===== src/rtl/uart_tx.sv =====
// rtl/uart_tx.sv - UART transmitter: parallel word in, start/data/stop serial frame out
//
// Frames each accepted word as a start bit, DataBits data bits LSB first,
// an optional even-parity bit and StopBits stop bits. Every bit boundary
// is paced by the shared baud generator's bit_trigger pulse.
//
// Optional feature macro: UART_TX_PARITY_EN
//   When defined, an even-parity bit is sent between the data and stop bits.
//
// Ports:
//   clk          in   system clock
//   rst          in   synchronous active-high reset
//   bit_trigger  in   1-clk pulse, once per bit period
//   data         in   word to transmit, sampled only on accept
//   data_valid   in   upstream has a word
//   data_ready   out  block can accept a word (high only in IDLE)
//   tx           out  serial line, idle high, registered
//   busy         out  high from accept until the frame completes

module uart_tx #(
  parameter int DataBits = 8,
  parameter int StopBits = 1
) (
  input  logic                clk,
  input  logic                rst,
  input  logic                bit_trigger,
  input  logic [DataBits-1:0] data,
  input  logic                data_valid,
  output logic                data_ready,
  output logic                tx,
  output logic                busy
);

  localparam int CntW = (DataBits > 1) ? $clog2(DataBits) : 1;

`ifdef UART_TX_PARITY_EN
  typedef enum logic [2:0] {
    IDLE, LOADED, START, DATA, PARITY, STOP
  } state_t;
`else
  typedef enum logic [2:0] {
    IDLE, LOADED, START, DATA, STOP
  } state_t;
`endif

  state_t              state;
  logic [DataBits-1:0] shift;
  logic [CntW-1:0]     cnt;
`ifdef UART_TX_PARITY_EN
  logic                parity_bit;
`endif

  // The frame is released back to IDLE on the trigger that launches the
  // final stop bit. The idle line level keeps that bit on the wire for the
  // rest of its period, so a word queued behind this one starts exactly one
  // bit time later with no extra idle bit in between.
  always_ff @(posedge clk) begin
    if (rst) begin
      state      <= IDLE;
      tx         <= 1'b1;
      data_ready <= 1'b1;
      busy       <= 1'b0;
      cnt        <= '0;
      shift      <= '0;
`ifdef UART_TX_PARITY_EN
      parity_bit <= 1'b0;
`endif
    end else begin
      case (state)
        IDLE: begin
          // data_ready is always high here, so valid alone means accept.
          // A trigger in the accept cycle is deliberately not acted on.
          if (data_valid) begin
            shift      <= data;
`ifdef UART_TX_PARITY_EN
            parity_bit <= ^data;
`endif
            data_ready <= 1'b0;
            busy       <= 1'b1;
            state      <= LOADED;
          end
        end

        LOADED: begin
          if (bit_trigger) begin
            tx    <= 1'b0;
            state <= START;
          end
        end

        START: begin
          if (bit_trigger) begin
            tx    <= shift[0];
            shift <= shift >> 1;
            cnt   <= '0;
            state <= DATA;
          end
        end

        DATA: begin
          if (bit_trigger) begin
            if (cnt == CntW'(DataBits - 1)) begin
              cnt <= '0;
`ifdef UART_TX_PARITY_EN
              tx    <= parity_bit;
              state <= PARITY;
`else
              tx <= 1'b1;
              if (StopBits == 1) begin
                data_ready <= 1'b1;
                busy       <= 1'b0;
                state      <= IDLE;
              end else begin
                state <= STOP;
              end
`endif
            end else begin
              tx    <= shift[0];
              shift <= shift >> 1;
              cnt   <= cnt + 1'b1;
            end
          end
        end

`ifdef UART_TX_PARITY_EN
        PARITY: begin
          if (bit_trigger) begin
            tx <= 1'b1;
            if (StopBits == 1) begin
              data_ready <= 1'b1;
              busy       <= 1'b0;
              state      <= IDLE;
            end else begin
              state <= STOP;
            end
          end
        end
`endif

        // Only reached when more than one stop bit is configured; counts the
        // stop bits before the last one.
        STOP: begin
          if (bit_trigger) begin
            if (int'(cnt) >= StopBits - 2) begin
              cnt        <= '0;
              data_ready <= 1'b1;
              busy       <= 1'b0;
              state      <= IDLE;
            end else begin
              cnt <= cnt + 1'b1;
            end
          end
        end

        default: begin
          tx         <= 1'b1;
          data_ready <= 1'b1;
          busy       <= 1'b0;
          cnt        <= '0;
          state      <= IDLE;
        end
      endcase
    end
  end

endmodule


===== config.mk =====
export PLATFORM = sky130hd
export DESIGN_NAME = uart_tx
export DESIGN_NICKNAME = d
export VERILOG_FILES = /design/src/rtl/uart_tx.sv
export SDC_FILE = /design/constraint.sdc
export NUM_CORES = 1
export LEC_CHECK = 0
export ABC_CLOCK_PERIOD_IN_PS = 1550
export CAP_MARGIN = 20
export CORE_MARGIN = 3
export CORE_UTILIZATION = 47
export CTS_CLUSTER_SIZE = 20
export DETAILED_ROUTE_END_ITERATION = 8
export PLACE_DENSITY = 0.77
export RECOVER_POWER = 50
export SLEW_MARGIN = 25
export SYNTH_ARGS = -nofsm -noshare
export SYNTH_HDL_FRONTEND = slang
export SYNTH_SLANG_ARGS = --single-unit
export TNS_END_PERCENT = 5

===== constraint.sdc =====
create_clock -name clk -period 1.55 [get_ports clk]
set_input_delay 0.31 -clock clk [delete_from_list [all_inputs] [get_ports clk]]
set_output_delay 0.31 -clock clk [all_outputs]
set_load 0.02 [all_outputs]

* Word-level counts from Yosys, hierarchy flattened
Index checks and enable logic that the tools add are counted.
Operators by class: add/subtract/negate cells 1, equal/unequal tests 13, multiplexer cells 29, bitwise logic cells 3, reductions and logical operators 11
Operators by type and width (number):
- 2-to-1 mux 8 bit | 4
- 2-to-1 mux 3 bit | 8
- one-hot mux 8 bit (3 select lines) | 1
- one-hot mux 3 bit (5 select lines) | 1
- != test 2 bit (second input constant) | 7
- one-hot mux 1 bit (4 select lines) | 3
- 2-to-1 mux 1 bit | 11
- AND reduction 5 bit | 2
- one-hot mux 3 bit (3 select lines) | 1
- OR reduction 2 bit | 4
- == test 3 x 2 -> 1 bit (second input constant) | 2
- == test 3 bit (second input constant) | 2
- AND reduction 6 bit | 1
- AND reduction 4 bit | 1
- adder 3 x 1 -> 3 bit (second input constant) | 1
- == test 3 x 1 -> 1 bit (second input constant) | 1
- zero test 3 bit | 1
- inverter 1 bit | 3
- AND reduction 3 bit | 1
- nonzero test 3 bit | 1
- != test 2 x 1 -> 1 bit (second input constant) | 1
Storage, ports and cells: register bits after elaboration 17, bits of input ports 12, word-level logic and storage cells 63

* Logic depth before layout (Yosys ltp)
depth in word-level cells 4, mapped depth 6, mapped depth without buffers 5

* Worst setup path after synthesis
No wires, ideal clock.
path kind register to register, start point register state[0], end point register data_ready, arrival 1.481 ns, required time 1.430 ns, setup slack -0.051 ns, cell stages (with the launch flop) 6, path buffers 0, period minus slack after synthesis 1.601 ns, cell sequence dfxtp_1 -> inv_1 -> ha_1 -> nor2b_4 -> or3_1 -> a211o_1
Between the ends: longest elaborated chain between the ends 4, elaborated cells between the ends (all ways) 13, classes of those cells 8 x eq/ne; 1 x mux; 1 x bitwise; 3 x reduce/logical
Ends and longest elaborated chain:
- start, declared | line 46 | state_t state;
- start signal, assigned | line 59 | state <= IDLE;
- start signal, assigned | line 80 | state <= LOADED;
- start signal, assigned | line 87 | state <= START;
- == test 3 x 2 -> 1 bit or == test 3 x 1 -> 1 bit (tied branches) | line 69 | case (state)
- OR reduction 2 bit (no source line)
- inverter 1 bit (no source line)
- AND reduction 5 bit (no source line)
- end signal, assigned | line 61 | data_ready <= 1'b1;
- end signal, assigned | line 78 | data_ready <= 1'b0;
- end signal, assigned | line 110 | data_ready <= 1'b1;
- end, declared | line 29 | output logic data_ready,
Several ways; a longest one is shown, not always the timed one. A chain may end at the register's enable or synchronous reset.

* Worst setup path after layout
start point register state[0], end point register state[0]
Between the ends: longest elaborated chain between the ends 3, elaborated cells between the ends (all ways) 13, classes of those cells 10 x eq/ne; 1 x mux; 2 x reduce/logical
Ends and longest elaborated chain (line):
- == test 3 x 1 -> 1 bit (tied with other cells) | 69
- != test 2 bit (no source line)
- AND reduction 6 bit (no source line)
Several ways; a longest one is shown, not always the timed one.

==> results.py <==
metrics = {
    "outcome": {
        "run_status": "finished, violations left",
        "failed_checks": "setup timing",
    },
    "clocking": {
        "clkLatencyLatePin_ns": 0.29,
        "clkTransAtPathRegs_ns": 0.10,
        "cts_max_path_buffers": 2,
        "cts.htree.levels": 1,
        "cts_tree": "yes",
        "cts_sinks": 16,
        "ctsRootBufferMaster": "clkbuf_4",
        "numCtsBuffers": 3,
    },
    "setup_path": {
        "worstPathCellList": "inv_4 > ha_4 > buf_6 > o21ba_4 > or4_4 > o211a_1",
        "crit_type": "reg -> reg",
        "crit_path_end_kind": "flop",
        "cp_num_buf_inv": 2,
        "cp_top_family": "simple AND/OR/NAND/NOR gates",
        "crit_required_ns": 1.75,
        "cp-start-kind": "flop",
        "critical_path_peak_fanout": 5,
        "cp.arrival_ns": 1.79,
        "cp_slowest_stage_delay_ns": 0.42,
        "cpMaxStageDelayCell": "or4_4",
    },
    "grt": {
        "grt.overflow.total": 0,
        "busiest_layer": "met2",
        "grt_pass1_vias": 925,
        "grtUsageMet2_pct": 35.1,
        "groute.usage.overall_pct": 20.1,
        "grt_pass1_wl_um": 4080,
        "antenna_found_initial": 0,
        "grt_max_degree": 16,
        "grt_util_met3_pct": 3.94,
        "use_met1_pct": 23.5,
    },
    "synth": {
        "synth_most_common_cell": "dfxtp_1",
        "synth_area_leader_cell": "dfxtp_1",
        "async_reset_ff_share_pct": 0,
        "synth_top_area_share_pct": 30.9,
        "netlist_instances": 109,
        "synth-seq-area-share_pct": 30.9,
        "yosysWarnings": 0,
        "synth_edf_count": 0,
        "synth_ff_type": "dfxtp_1",
        "synth_seq_cells": 16,
        "syn_area_mm2": 0.00104,
        "ys_top_cells_by_count": "16 x dfxtp_1, 10 x o21ai_0, 8 x ha_1",
        "synth_fp_nets": 129,
        "synth_area_per_cell_um2": 9.50,
        "synth_area_leaders": "dfxtp_1 31%, ha_1 9.7%, mux2_2 6.5%, or3b_2 5.1%, o21ai_0 4.8%",
        "yosysUniqueCellTypes": 38,
    },
    "route": {
        "wirelength_um": 2350,
        "wl_per_cell_um": 14.2,
        "vias_per_cell": 5.49,
        "firstDrtPassIters": 4,
        "ant_nets": 0,
        "drt_iter0_markers": 21,
        "drc": 0,
        "via_count": 912,
    },
    "power": {
        "peakVddDrop_mv": 1.12,
        "power_leakage_nw": 0.567,
        "power_density_mw_per_mm2": 1630,
        "total_power_mw": 2.33,
    },
    "layout": {
        "diodes": 0,
        "drive_gt1_share_pct": 40.3,
        "multi_input_area_um2": 757,
        "finalInstanceArea_mm2": 0.00143,
        "regArea_um2": 328,
        "fin_nets": 161,
        "syn2layout_area_growth_pct": 37.7,
        "nFillCells": 151,
    },
    "place": {
        "place_ws_ns": -0.210,
        "io_buffers": 14,
        "dpl.hpwl_um": 1720,
        "placed_area_mm2": 0.00132,
        "gp_congestion": 0.816,
    },
    "timing": {
        "fmax_ghz": 0.627,
        "fin_hold_ws_ns": 0.478,
        "grt_setup_unrepaired": "yes",
        "tns_ns": -0.250,
        "setup_ws_ns": -0.0440,
        "fin_crit_ns": 1.59,
        "slew_headroom_pct": 77.3,
        "hold_viol": 0,
        "final_max_slew_viol_count": 0,
        "finalSetupViolations": 10,
        "tightest_slew_ns": 0.336,
        "clock_skew_ns": 0.00797,
        "min_period_over_period_pct": 103,
    },
    "floorplanning": {
        "die_x_um": 53.0,
        "start_util_pct": 51.2,
        "die-area_mm2": 0.00280,
        "die_h_um": 53.0,
        "rows": 16,
        "core-area_mm2": 0.00202,
        "ioPinCount": 15,
    },
    "worst_hold_path": {
        "hold_class": "reg -> reg",
    },
    "job": {
        "cap_violations": 0,
    },
}
==> state kept, by name (all words and copies together) (netlist names) <==
register,cells
busy,1
cnt,3
data_ready,1
shift,8
state,2
tx,1
==> repair_timing <==
item,CTS,global route
endpoints found under the hold margin,0,0
pin swaps,2,2
setup buffers,0,0
hold buffers,0,0
setup endpoints to repair,13,16
gates resized for setup,16,13
==> per-stage QoR <==
stage | std cells | utilization, %
floorplan | 109 | -
global placement | 163 | 65.2
detailed placement | 163 | 65.2
CTS | 166 | 69.6
global route | 166 | 70.5
finish | 166 | 70.5
==> area by class of cell <==
class / instances / share of cell area, %
well taps: 27 / 2.37
repair buffers: 32 / 18.5
inverters: 5 / 1.49
flip-flops and latches: 16 / 23.0
clock buffers: 3 / 1.58
multi-input cells: 83 / 53.1
==> worst register-to-register path, cell delays in order, from the launching register on <==
cell	delay (ns)
dfxtp_4	0.39
inv_4	0.04
ha_4	0.16
buf_6	0.13
o21ba_4	0.23
or4_4	0.42
o211a_1	0.13
==> placed cells by master, fill, tap and decap left out, drive strengths merged, types with 2 or more instances in the layout <==
| cell | instances |
|---|---|
| nand2 | 6 |
| dfxtp | 16 |
| or3b | 6 |
| nand3 | 3 |
| o21ai | 10 |
| ha | 8 |
| clkbuf | 6 |
| o311ai | 3 |
| clkdlybuf4s50 | 11 |
| nor3 | 3 |
| inv | 4 |
| o31ai | 2 |
| buf | 18 |
| a21oi | 6 |
| nor2 | 3 |
| mux2 | 6 |
| o21ba | 2 |
| nor2b | 7 |
| mux2i | 3 |
==> cell families after synthesis <==
kind of cell / after synthesis / synth area share, %
compound gates: 30 / 21.6
flops: 16 / 30.9
fa+ha+maj: 8 / 9.66
mux: 9 / 9.42
simple gates: 36 / 23.8
buf+inv: 10 / 4.59
==> power breakdown <==
group	switching (mW)	leakage [nW]	internal (mW)
clock network	0.137	0.0138	0.0904
logic	0.665	0.421	0.767
registers	0.0976	0.133	0.573
total	0.900	0.567	1.43
==> final timing paths <==
check,startpoint,endpoint,slack [ns],depth (start not counted)
worst max-delay path,state[0]$_SDFFE_PP0P_,state[0]$_SDFFE_PP0P_,-0.04,6
worst min-delay path,data_ready$_SDFFE_PP1P_,data_ready$_SDFFE_PP1P_,0.48,1
worst max register to register,state[0]$_SDFFE_PP0P_,state[0]$_SDFFE_PP0P_,-0.04,6
worst min register to register,data_ready$_SDFFE_PP1P_,data_ready$_SDFFE_PP1P_,0.48,1
==> per-layer routing <==
metal	share of wire [%]	vias to the layer above
met5	0	-
met4	2.3	0
met3	4.1	7
met2	49	17
met1	45	427
li1	-	461
Note: power is estimated with default switching activity, not from simulation.
